[src/rtl/xor_train_scheduler_pkg.sv]
// rtl/xor_train_scheduler_pkg.sv - shared types and constants for the XOR training scheduler
package xor_train_scheduler_pkg;

   typedef enum logic [2:0] {
      ST_IDLE,
      ST_FWD_START,
      ST_FWD_WAIT,
      ST_BP_START,
      ST_BP_WAIT,
      ST_NEXT_SAMPLE,
      ST_FINISH,
      ST_ERROR
   } state_t;

   localparam int PARAM_W    = 16;
   localparam int NUM_PARAMS = 9;
   localparam int TABLE_W    = NUM_PARAMS * PARAM_W;

   localparam logic [3:0] IDX_W11 = 4'd0;
   localparam logic [3:0] IDX_W12 = 4'd1;
   localparam logic [3:0] IDX_W21 = 4'd2;
   localparam logic [3:0] IDX_W22 = 4'd3;
   localparam logic [3:0] IDX_W31 = 4'd4;
   localparam logic [3:0] IDX_W32 = 4'd5;
   localparam logic [3:0] IDX_B1  = 4'd6;
   localparam logic [3:0] IDX_B2  = 4'd7;
   localparam logic [3:0] IDX_B3  = 4'd8;

   localparam logic [15:0] ONE         = 16'h0100;
   localparam logic [1:0]  LAST_SAMPLE = 2'd3;

   // Sample i lives at bits [16i+15:16i] of each ROM column.
   localparam logic [63:0] ROM_X1     = {ONE, ONE, 16'h0000, 16'h0000};
   localparam logic [63:0] ROM_X2     = {ONE, 16'h0000, ONE, 16'h0000};
   localparam logic [63:0] ROM_TARGET = {16'h0000, ONE, ONE, 16'h0000};

   function automatic logic [15:0] rom_field(input logic [63:0] rom, input logic [1:0] idx);
      return rom[{idx, 4'b0000} +: 16];
   endfunction

endpackage

[src/rtl/xor_param_table.sv]
// rtl/xor_param_table.sv - 9x16 parameter register file with config write, bulk load and packed read
module xor_param_table
   import xor_train_scheduler_pkg::*;
(
   input  logic               clk,
   input  logic               rst_n,
   input  logic               wr_en,
   input  logic [3:0]         wr_addr,
   input  logic [15:0]        wr_data,
   input  logic               load_en,
   input  logic [TABLE_W-1:0] load_data,
   output logic [TABLE_W-1:0] table_flat
);

   logic [PARAM_W-1:0] regs [NUM_PARAMS];

   always_ff @(posedge clk or negedge rst_n) begin
      if (!rst_n) begin
         for (int i = 0; i < NUM_PARAMS; i++) regs[i] <= '0;
      end else if (load_en) begin
         for (int i = 0; i < NUM_PARAMS; i++) regs[i] <= load_data[PARAM_W*i +: PARAM_W];
      end else if (wr_en && (wr_addr < 4'(NUM_PARAMS))) begin
         regs[wr_addr] <= wr_data;
      end
   end

   always_comb begin
      table_flat = '0;
      for (int i = 0; i < NUM_PARAMS; i++) table_flat[PARAM_W*i +: PARAM_W] = regs[i];
   end

endmodule

[src/rtl/xor_train_scheduler.sv]
// rtl/xor_train_scheduler.sv - sequences forward/backprop handshakes over the 4-sample XOR set
module xor_train_scheduler
   import xor_train_scheduler_pkg::*;
#(
   parameter int MAX_EPOCH = 1000,
   parameter int TIMEOUT   = 64
) (
   input  logic               clk,
   input  logic               rst_n,
   input  logic               start,
   input  logic               abort,
   input  logic               cfg_we,
   input  logic [3:0]         cfg_addr,
   input  logic [15:0]        cfg_wdata,
   output logic               fwd_start,
   output logic [15:0]        fwd_x1,
   output logic [15:0]        fwd_x2,
   input  logic               fwd_done,
   input  logic [15:0]        fwd_h1,
   input  logic [15:0]        fwd_h2,
   input  logic [15:0]        fwd_y,
   output logic               bp_enable,
   output logic [15:0]        bp_target,
   output logic [15:0]        bp_h1,
   output logic [15:0]        bp_h2,
   output logic [15:0]        bp_y,
   input  logic               bp_weight_valid,
   input  logic               bp_done,
   input  logic [TABLE_W-1:0] bp_w_in,
   output logic [TABLE_W-1:0] w_out,
   output logic               busy,
   output logic               train_done,
   output logic               converged,
   output logic               timeout_err,
   output logic [15:0]        epoch_cnt,
   output logic [1:0]         sample_idx
);

   localparam logic [15:0] WAIT_LAST   = 16'(TIMEOUT - 1);
   localparam logic [16:0] EPOCH_LIMIT = 17'(MAX_EPOCH);

   state_t      state, state_n;
   logic [15:0] wait_cnt;
   logic [2:0]  conv_cnt;
   logic [15:0] epoch_next;
   logic        enter_wait;
   logic        table_load;
   logic        cfg_en;

   assign epoch_next = (epoch_cnt == 16'hFFFF) ? epoch_cnt : epoch_cnt + 16'd1;
   assign enter_wait = (state_n != state) && ((state_n == ST_FWD_WAIT) || (state_n == ST_BP_WAIT));
   assign table_load = (state == ST_BP_WAIT) && bp_weight_valid && !abort && !bp_done;
   assign cfg_en     = cfg_we && (state == ST_IDLE);

   assign fwd_x1    = rom_field(ROM_X1, sample_idx);
   assign fwd_x2    = rom_field(ROM_X2, sample_idx);
   assign bp_target = rom_field(ROM_TARGET, sample_idx);

   always_comb begin
      state_n   = state;
      fwd_start = 1'b0;
      bp_enable = 1'b0;
      busy      = (state != ST_IDLE);
      case (state)
         ST_IDLE:      if (start) state_n = ST_FWD_START;
         ST_FWD_START: begin
            fwd_start = 1'b1;
            state_n   = ST_FWD_WAIT;
         end
         ST_FWD_WAIT: begin
            if (fwd_done)                   state_n = ST_BP_START;
            else if (wait_cnt == WAIT_LAST) state_n = ST_ERROR;
         end
         ST_BP_START: begin
            bp_enable = 1'b1;
            state_n   = ST_BP_WAIT;
         end
         ST_BP_WAIT: begin
            if (bp_weight_valid)            state_n = ST_NEXT_SAMPLE;
            else if (wait_cnt == WAIT_LAST) state_n = ST_ERROR;
         end
         ST_NEXT_SAMPLE: begin
            if (sample_idx != LAST_SAMPLE)                       state_n = ST_FWD_START;
            else if (conv_cnt == 3'd4)                           state_n = ST_FINISH;
            else if (({1'b0, epoch_cnt} + 17'd1) == EPOCH_LIMIT) state_n = ST_FINISH;
            else                                                 state_n = ST_FWD_START;
         end
         ST_FINISH:    state_n = ST_IDLE;
         ST_ERROR:     if (!start) state_n = ST_IDLE;
         default:      state_n = ST_IDLE;
      endcase
      // abort wins over any handshake seen in the same cycle
      if (abort && (state != ST_IDLE) && (state != ST_FINISH)) state_n = ST_FINISH;
   end

   always_ff @(posedge clk or negedge rst_n) begin
      if (!rst_n) state <= ST_IDLE;
      else        state <= state_n;
   end

   always_ff @(posedge clk or negedge rst_n) begin
      if (!rst_n) begin
         wait_cnt    <= '0;
         conv_cnt    <= '0;
         epoch_cnt   <= '0;
         sample_idx  <= '0;
         train_done  <= 1'b0;
         converged   <= 1'b0;
         timeout_err <= 1'b0;
         bp_h1       <= '0;
         bp_h2       <= '0;
         bp_y        <= '0;
      end else begin
         if (enter_wait)
            wait_cnt <= '0;
         else if ((state == ST_FWD_WAIT) || (state == ST_BP_WAIT))
            wait_cnt <= wait_cnt + 16'd1;
         if ((state_n == ST_ERROR) && (state != ST_ERROR)) timeout_err <= 1'b1;
         case (state)
            ST_IDLE: if (start) begin
               epoch_cnt   <= '0;
               sample_idx  <= '0;
               conv_cnt    <= '0;
               train_done  <= 1'b0;
               converged   <= 1'b0;
               timeout_err <= 1'b0;
            end
            ST_FWD_WAIT: if (fwd_done && !abort) begin
               bp_h1 <= fwd_h1;
               bp_h2 <= fwd_h2;
               bp_y  <= fwd_y;
            end
            ST_BP_WAIT: if (bp_weight_valid && !abort && bp_done) conv_cnt <= conv_cnt + 3'd1;
            ST_NEXT_SAMPLE: if (!abort) begin
               if (sample_idx != LAST_SAMPLE) begin
                  sample_idx <= sample_idx + 2'd1;
               end else begin
                  sample_idx <= '0;
                  epoch_cnt  <= epoch_next;
                  if (conv_cnt == 3'd4) converged <= 1'b1;
                  else                  conv_cnt  <= '0;
               end
            end
            ST_FINISH: train_done <= 1'b1;
            default: ;
         endcase
      end
   end

   xor_param_table u_table (
      .clk        (clk),
      .rst_n      (rst_n),
      .wr_en      (cfg_en),
      .wr_addr    (cfg_addr),
      .wr_data    (cfg_wdata),
      .load_en    (table_load),
      .load_data  (bp_w_in),
      .table_flat (w_out)
   );

endmodule

[config.mk]
export PLATFORM = sky130hd
export DESIGN_NAME = xor_train_scheduler
export DESIGN_NICKNAME = d
export VERILOG_FILES = /design/src/rtl/xor_train_scheduler_pkg.sv /design/src/rtl/xor_param_table.sv /design/src/rtl/xor_train_scheduler.sv
export SDC_FILE = /design/constraint.sdc
export NUM_CORES = 1
export LEC_CHECK = 0
export CAP_MARGIN = 0
export CORE_MARGIN = 4
export CORE_UTILIZATION = 35
export DETAILED_ROUTE_END_ITERATION = 12
export PLACE_DENSITY_LB_ADDON = 0.12
export SYNTH_ARGS = -nofsm -noshare
export SYNTH_HDL_FRONTEND = slang
export SYNTH_SLANG_ARGS = --single-unit
[constraint.sdc]
create_clock -name clk -period 3.7 [get_ports clk]
set_input_delay 0.74 -clock clk [delete_from_list [all_inputs] [get_ports clk]]
set_output_delay 0.74 -clock clk [all_outputs]
set_load 0.03 [all_outputs]
## Word level (Yosys, flattened, before mapping)

Index checks and enable logic that the tools add are counted.

- Flip-flop bits (word level): 235
- Word-level logic and storage cells: 130

- $add $sub $neg: 5
- Magnitude comparators: 3
- Equality and inequality tests: 25
- Shift operators: 3
- Mux-type cells: 43
- Bitwise gates (word level): 1
- Reductions and logical operators: 30

Operator list:

| operator | count |
|---|---|
| two-way mux 144 bit | 2 |
| variable part select 64 x 7 -> 16 bit (first input constant) | 3 |
| bitwise mux 144 bit | 1 |
| two-way mux 16 bit | 7 |
| demux 16 bit (select 4 bit) | 1 |
| two-way mux 3 bit | 14 |
| adder 16 x 1 -> 16 bit (second input constant) | 2 |
| case mux 16 bit (2 select lines) | 1 |
| case mux 3 bit (8 select lines) | 1 |
| equality test 3 bit (second input constant) | 7 |
| adder 16 x 1 -> 17 bit (second input constant) | 1 |
| equality test 17 x 10 -> 1 bit (second input constant) | 1 |
| equality test 16 bit (second input constant) | 1 |
| equality test 16 x 6 -> 1 bit (second input constant) | 1 |
| != test 2 bit (second input constant) | 7 |
| logical AND 1 bit | 13 |
| AND reduction 5 bit | 2 |
| equality test 3 x 2 -> 1 bit (second input constant) | 3 |
| two-way mux 1 bit | 9 |
| case mux 3 bit (3 select lines) | 1 |
| nonzero test 2 bit | 4 |
| two-way mux 2 bit | 3 |
| != test 3 bit (second input constant) | 2 |
| AND reduction 6 bit | 1 |
| other kinds (17) | 22 |

## Depth between registers and ports, before layout

- Word-level depth: 12
- Depth in mapped cells: 10

## By module

Synthesis repeated with hierarchy kept, for this count alone.

- Cells, all modules: 1,080
- Area, all modules: 12,258.0 um^2

Modules (own cells, without submodules):

| module | instances | cells an instance | area an instance (um^2) |
|---|---|---|---|
| xor_param_table | 1 | 596 | 7,277.0 |
| xor_train_scheduler | 1 | 484 | 4,981.0 |

## Worst setup path after synthesis

Ideal clock, no wire load.

- Path kind: register -> register
- From: reg epoch_cnt[0]
- To: reg timeout_err
- Library setup time: 0.104 ns
- Data arrival time: 2.588 ns
- Slack: 1.008 ns
- Stages on the path, launching flop included: 10
- Path buffers: 1
- Cells stage by stage: dfrtp_1 ha_1 buf_2 nand4_1 or4_1 nand3_1 nand3_1 or3b_1 o211a_1 o41ai_2

- Word-level cells in the longest chain between the ends: 12

RTL lines:

| element | line | source |
|---|---|---|
| start: declaration | xor_train_scheduler.sv:35 | `output logic [15:0] epoch_cnt,` |
| start signal: assignment | xor_train_scheduler.sv:139 | `epoch_cnt <= epoch_next;` |
| adder 16 x 1 -> 17 bit * | xor_train_scheduler.sv:85 | `else if (({1'b0, epoch_cnt} + 17'd1) == EPOCH_LIMIT) state_n = ST_FINISH;` |
| equality test 17 x 10 -> 1 bit * | xor_train_scheduler.sv:85 |  |
| two-way mux 3 bit * | xor_train_scheduler.sv:85 |  |
| two-way mux 3 bit * | xor_train_scheduler.sv:84 | `else if (conv_cnt == 3'd4) state_n = ST_FINISH;` |
| two-way mux 3 bit * | xor_train_scheduler.sv:83 | `if (sample_idx != LAST_SAMPLE) state_n = ST_FWD_START;` |
| case mux 3 bit (8 select lines) * | xor_train_scheduler.sv:64 | `case (state)` |
| two-way mux 3 bit * | xor_train_scheduler.sv:93 | `if (abort && (state != ST_IDLE) && (state != ST_FINISH)) state_n = ST_FINISH;` |
| equality test 3 bit * | xor_train_scheduler.sv:118 | `if ((state_n == ST_ERROR) && (state != ST_ERROR)) timeout_err <= 1'b1;` |
| logical AND 1 bit * | xor_train_scheduler.sv:118 |  |
| two-way mux 1 bit * | xor_train_scheduler.sv:118 |  |
| two-way mux 1 bit | xor_train_scheduler.sv:120 | `ST_IDLE: if (start) begin` |
| two-way mux 1 bit * | xor_train_scheduler.sv:119 | `case (state)` |
| end signal: assignment | xor_train_scheduler.sv:109 | `timeout_err <= 1'b0;` |
| end signal: assignment | xor_train_scheduler.sv:118 |  |
| end signal: assignment | xor_train_scheduler.sv:126 | `timeout_err <= 1'b0;` |
| end: declaration | xor_train_scheduler.sv:34 | `output logic timeout_err,` |

Mark *: on every way between the ends. The rest lies on a longest branch, timed or not.
A chain may end at the register's enable or synchronous reset.

## Worst setup path after layout

- From: reg state[0]
- To: out bp_enable

- Word-level cells in the longest chain between the ends: 2

RTL lines:

| element | line | source |
|---|---|---|
| start: declaration | xor_train_scheduler.sv:42 | `state_t state, state_n;` |
| start signal: assignment | xor_train_scheduler.sv:98 | `else state <= state_n;` |
| equality test 3 x 2 -> 1 bit | xor_train_scheduler.sv:64 |  |
| two-way mux 1 bit | xor_train_scheduler.sv:64 |  |
| end: declaration | xor_train_scheduler.sv:22 | `output logic bp_enable,` |

No other way between the ends.

==> report_table.html <==
<table>
<tr><th>Metric</th><th>Value</th></tr>
<tr><th colspan="2">STA</th></tr>
<tr><td>Highest achievable clock rate</td><td>between 300 and 400 MHz</td></tr>
<tr><td>Final setup violation count</td><td>0</td></tr>
<tr><td>Slew at the pin with the worst max-slew slack</td><td>~1100 ps</td></tr>
<tr><td>Setup repair after global routing missed its margin</td><td>false</td></tr>
<tr><td>Relative slew margins</td><td>0.239</td></tr>
<tr><td>Final worst path period share</td><td>0.867</td></tr>
<tr><td>Number of max-slew violations in the final report</td><td>0</td></tr>
<tr><td>Final Hold Violating Endpoints</td><td>0</td></tr>
<tr><td>Total negative slack for setup checks</td><td>0 ps</td></tr>
<tr><td>Clock skew</td><td>roughly 12 ps</td></tr>
<tr><td>Final critical delay including setup and external delays</td><td>between 3000 and 4000 ps</td></tr>
<tr><td>Worst hold slack across all endpoints</td><td>223 ps</td></tr>
<tr><th colspan="2">GRT</th></tr>
<tr><td>First-pass GRT wire length</td><td>between 60 and 70 mm</td></tr>
<tr><td>Vias in the first global route</td><td>about 10,000</td></tr>
<tr><td>Pin count of the biggest net entering global routing</td><td>roughly 150</td></tr>
<tr><td>GRT Total Usage</td><td>0.220</td></tr>
<tr><td>Global-route congestion overflow total</td><td>0</td></tr>
<tr><td>Number of antenna violations at the first check in global routing</td><td>2</td></tr>
<tr><th colspan="2">Logic synthesis</th></tr>
<tr><td>Gate count of the mapped netlist</td><td>1,139</td></tr>
<tr><td>Count of distinct cell types in the synthesized netlist</td><td>62</td></tr>
<tr><td>Portion of the post-synthesis area used by sequential elements</td><td>0.505</td></tr>
<tr><td>Most instantiated flip-flop cell in the synthesis netlist</td><td>dfrtp_1</td></tr>
<tr><td>Fraction of registers with async set or reset after synthesis</td><td>1.00</td></tr>
<tr><td>Synth top area cells</td><td>dfrtp_1, mux2i_1, o21ai_0, nand2_1, mux2_2</td></tr>
<tr><td>Synthesized area</td><td>11,700 um^2</td></tr>
<tr><td>Area leader, netlist</td><td>dfrtp_1</td></tr>
<tr><td>Synthesized area per cell</td><td>between 10 and 15 um^2</td></tr>
<tr><td>Area fraction of the dominant cell type after synthesis</td><td>0.505</td></tr>
<tr><td>Yosys warning total</td><td>0</td></tr>
<tr><td>Number of enable-type register cells in the synthesized netlist</td><td>0</td></tr>
<tr><td>Flip-flop and latch count after synthesis</td><td>approximately 240</td></tr>
<tr><th colspan="2">Setup path</th></tr>
<tr><td>Worst Path Buf+Inv</td><td>2</td></tr>
<tr><td>Biggest cell delay along the critical path</td><td>between 700 and 800 ps</td></tr>
<tr><td>Worst Setup End Kind</td><td>primary output</td></tr>
<tr><td>Required time at the worst-slack endpoint</td><td>around 3000 ps</td></tr>
<tr><td>Max FO, Critical Path</td><td>18</td></tr>
<tr><td>Reg2reg path depth</td><td>9</td></tr>
<tr><td>Category of the most critical setup path</td><td>flip-flop to primary output</td></tr>
<tr><td>Cells along the critical path</td><td>inv_1 &gt; nor3_1 &gt; clkdlybuf4s50_1</td></tr>
<tr><td>Critical path launch point type</td><td>flip-flop</td></tr>
<tr><td>Setup crit start</td><td>state[0]</td></tr>
<tr><td>Start of the worst register-to-register path</td><td>epoch_cnt[0]</td></tr>
<tr><td>Slack of the worst reg-to-reg path</td><td>a little over 700 ps</td></tr>
<tr><td>Crit path max-delay cell type</td><td>dfrtp_1</td></tr>
<tr><td>R2r endpoint</td><td>epoch_cnt[8]</td></tr>
<tr><td>Critical path's top delay family</td><td>buffers and inverters</td></tr>
<tr><td>Worst endpoint data arrival time</td><td>2470 ps</td></tr>
<tr><th colspan="2">CTS</th></tr>
<tr><td>Post_cts resized</td><td>0</td></tr>
<tr><td>CTS buffer count</td><td>29</td></tr>
<tr><td>Clk buf depth</td><td>3</td></tr>
<tr><td>Register clock-pin slew on the reported worst setup and hold paths</td><td>approximately 60 ps</td></tr>
<tr><td>TritonCTS clock tree</td><td>done</td></tr>
<tr><td>Number of buffers inserted by hold repair at cts</td><td>0</td></tr>
<tr><td>Number of clock sinks seen by CTS</td><td>around 240</td></tr>
<tr><td>Cell at the root of the clock tree</td><td>clkbuf_16</td></tr>
<tr><td># H-tree levels</td><td>1</td></tr>
<tr><td>Total setup buffers inserted after CTS</td><td>0</td></tr>
<tr><td>Clock latency at the later pin of the worst-skew pair</td><td>540 ps</td></tr>
<tr><th colspan="2">Routing</th></tr>
<tr><td>First-iteration detailed-routing DRC count</td><td>approximately 530</td></tr>
<tr><td>First-pass iteration count of the detailed router</td><td>4</td></tr>
<tr><td>DRT antenna net count</td><td>0</td></tr>
<tr><td>Routed via count</td><td>approximately 9,800</td></tr>
<tr><td>Sum of routed wire length over all layers</td><td>~42 mm</td></tr>
<tr><td>Number of remaining DRC errors</td><td>0</td></tr>
<tr><td>Vias per inst</td><td>4.90</td></tr>
<tr><td>Average wire per standard cell</td><td>20.9 um</td></tr>
<tr><th colspan="2">Die</th></tr>
<tr><td>Cell row count</td><td>66</td></tr>
<tr><td>Vertical extent of the die</td><td>approximately 190 um</td></tr>
<tr><td>I/O pin cnt</td><td>484</td></tr>
<tr><td>Die Wd</td><td>~190 um</td></tr>
<tr><td>Area enclosed by the die boundary</td><td>between 30,000 and 40,000 um^2</td></tr>
<tr><td>Initial standard-cell utilization of the core</td><td>0.356</td></tr>
<tr><td>Core box area</td><td>32,700 um^2</td></tr>
<tr><th colspan="2">Place</th></tr>
<tr><td>Post-Place Cell Area</td><td>between 15,000 and 20,000 um^2</td></tr>
<tr><td>Count of placed standard cells including taps</td><td>slightly below 2,000</td></tr>
<tr><td>Port Buffer Count</td><td>approximately 440</td></tr>
<tr><td>Detailed Place HPWL</td><td>30.4 mm</td></tr>
<tr><td>Last weighted congestion value of the routability-driven placer</td><td>approximately 0.82</td></tr>
<tr><th colspan="2">Power and ir drop</th></tr>
<tr><td>Highest ir drop seen on vdd</td><td>~0.50 mV</td></tr>
<tr><td>Power density over the cells</td><td>between 700 and 800 nW/um^2</td></tr>
<tr><td>Static leakage</td><td>a little over 7 nW</td></tr>
<tr><th colspan="2">Status</th></tr>
<tr><td>Run status</td><td>finished clean</td></tr>
<tr><th colspan="2">Finish</th></tr>
<tr><td>Filler-free cell count of the finished design</td><td>between 2,000 and 2,500</td></tr>
<tr><td>Layout area overhead</td><td>47.8%</td></tr>
<tr><td>Final design instance area without fill</td><td>around 17,000 um^2</td></tr>
<tr><td>Fillcell total</td><td>3,033</td></tr>
<tr><td>Net count reported at finish</td><td>1,767</td></tr>
<tr><td>Layout cell share with drive strength beyond 1</td><td>0.0839</td></tr>
<tr><td>Post-layout util</td><td>0.527</td></tr>
<tr><th colspan="2">Job</th></tr>
<tr><td>MaxCap Viol Count</td><td>0</td></tr>
<tr><th colspan="2">Hold path</th></tr>
<tr><td>Hold crit path type</td><td>input port to asynchronous set/reset pin</td></tr>
</table>
## kinds of logic (layout without fill, tap and decap cells)
| logic type | Yosys count | in the layout | share of synthesized area |
|---|---|---|---|
| adder cells (fa/ha/maj) | 6 | 6 | 0.00644 |
| buffers and inverters | 147 | 526 | 0.0692 |
| AND/OR/NAND/NOR | 301 | 301 | 0.122 |
| flip-flops | 235 | 235 | 0.505 |
| AO/OA/AOI/OAI | 241 | 241 | 0.115 |
| other | 1 | 47 | 0.000322 |
| XOR/XNOR | 14 | 14 | 0.0105 |
| multiplexers | 194 | 194 | 0.172 |
## placed cells by master (no fill, tap or decap), types with 4 or more instances in the layout
cell type        Yosys  layout
and4_1               4       4
nand3_1             13      13
conb_1               1      45
a21oi_1             20      20
nand4b_1             4       4
dfrtp_1            235     235
clkinv_2             0       4
nand2_1            178     178
and3_1              11      11
xor2_1              10      10
nor2b_1              5       5
o21ai_0            178     178
nor4_1               4       4
clkbuf_16            0      29
nand2b_1             4       4
mux2i_1            146     146
buf_12               0       5
nor3_1               8       8
clkdlybuf4s50_1      0     437
ha_1                 6       6
nor2_1              33      33
o21a_1               4       4
mux2_2              48      48
inv_1               13      13
xnor2_1              4       4
clkbuf_1            44       7
buf_4               53      18
nand4_1              7       7
clkbuf_8             0       9
o31ai_1             14      14
## synthesized netlist by cell type, types with 2 or more instances
| master | number |
|---|---|
| ha_1 | 6 |
| o31ai_1 | 14 |
| dfrtp_1 | 235 |
| and4_1 | 4 |
| xnor2_1 | 4 |
| nand2b_1 | 4 |
| nor3_4 | 2 |
| xor2_1 | 10 |
| nor4b_1 | 3 |
| or3_1 | 3 |
| nor2_1 | 33 |
| nand3_1 | 13 |
| buf_6 | 2 |
| nor3_1 | 8 |
| a31oi_1 | 2 |
| mux2i_1 | 146 |
| nand4_1 | 7 |
| a31o_2 | 2 |
| buf_2 | 32 |
| nand4b_1 | 4 |
| nor3b_1 | 4 |
| o21ai_1 | 3 |
| inv_1 | 13 |
| buf_1 | 3 |
| nor2b_1 | 5 |
| mux2_2 | 48 |
| o21ai_0 | 178 |
| nand3b_1 | 3 |
| and2_1 | 3 |
| nand2_1 | 178 |
| or4_1 | 3 |
| buf_4 | 53 |
| o21a_1 | 4 |
| o21bai_1 | 2 |
| clkbuf_1 | 44 |
| a21o_1 | 3 |
| and3_1 | 11 |
| a21oi_1 | 20 |
| nor4_1 | 4 |
## layer usage
| metal | global-route usage | up-vias | routed length (um) |
|---|---|---|---|
| met2 | 0.375 | 357 | 20600 |
| met4 | 0.0517 | 0 | 934 |
| met3 | 0.0606 | 49 | 3270 |
| met1 | 0.278 | 4753 | 17200 |
| li1 | - | 4674 | - |
| met5 | 0 | - | 0 |
## state kept, by name, summed over array words and instances (netlist names)
name,cells
bp_h1,16
bp_h2,16
bp_y,16
conv_cnt,3
converged,1
epoch_cnt,16
sample_idx,2
state,3
timeout_err,1
train_done,1
u_table.table_flat,144
wait_cnt,16
## worst max path at each step
stage,endpoint,depth (start not counted)
global placement,epoch_cnt[3],8
global route,epoch_cnt[9],9
finish,bp_enable,3
detailed placement,epoch_cnt[3],8
floorplan,timeout_err,9
CTS,bp_enable,3
## power by group
group / switching, W / internal [W] / leakage, nW
Clock: 0.00112 / 0.00175 / 0.478
Combinational: 0.00380 / 0.00270 / 3.81
Sequential: 0.000656 / 0.00362 / 2.98
## stage by stage
step / setup WS [ps] / total power (W)
final: 491 / 0.0136
after global routing: 305 / 0.0144
after CTS: 488 / 0.0138
after detailed placement: 303 / 0.0109
after global placement: 440 / 0.0108
after floorplan: 1010 / 0.00783
## layout make-up
type	count	area, um^2	area share
tap	442	553	0.0321
timing repair buffer	461	4620	0.268
clock buffer	45	876	0.0508
inverter	13	48.8	0.00283
sequential	235	5880	0.341
multi-input combinational	801	5150	0.299
clock inverter	7	88.8	0.00516
antenna	2	5.00	0.000291
Power figures use the tool's default switching activity.
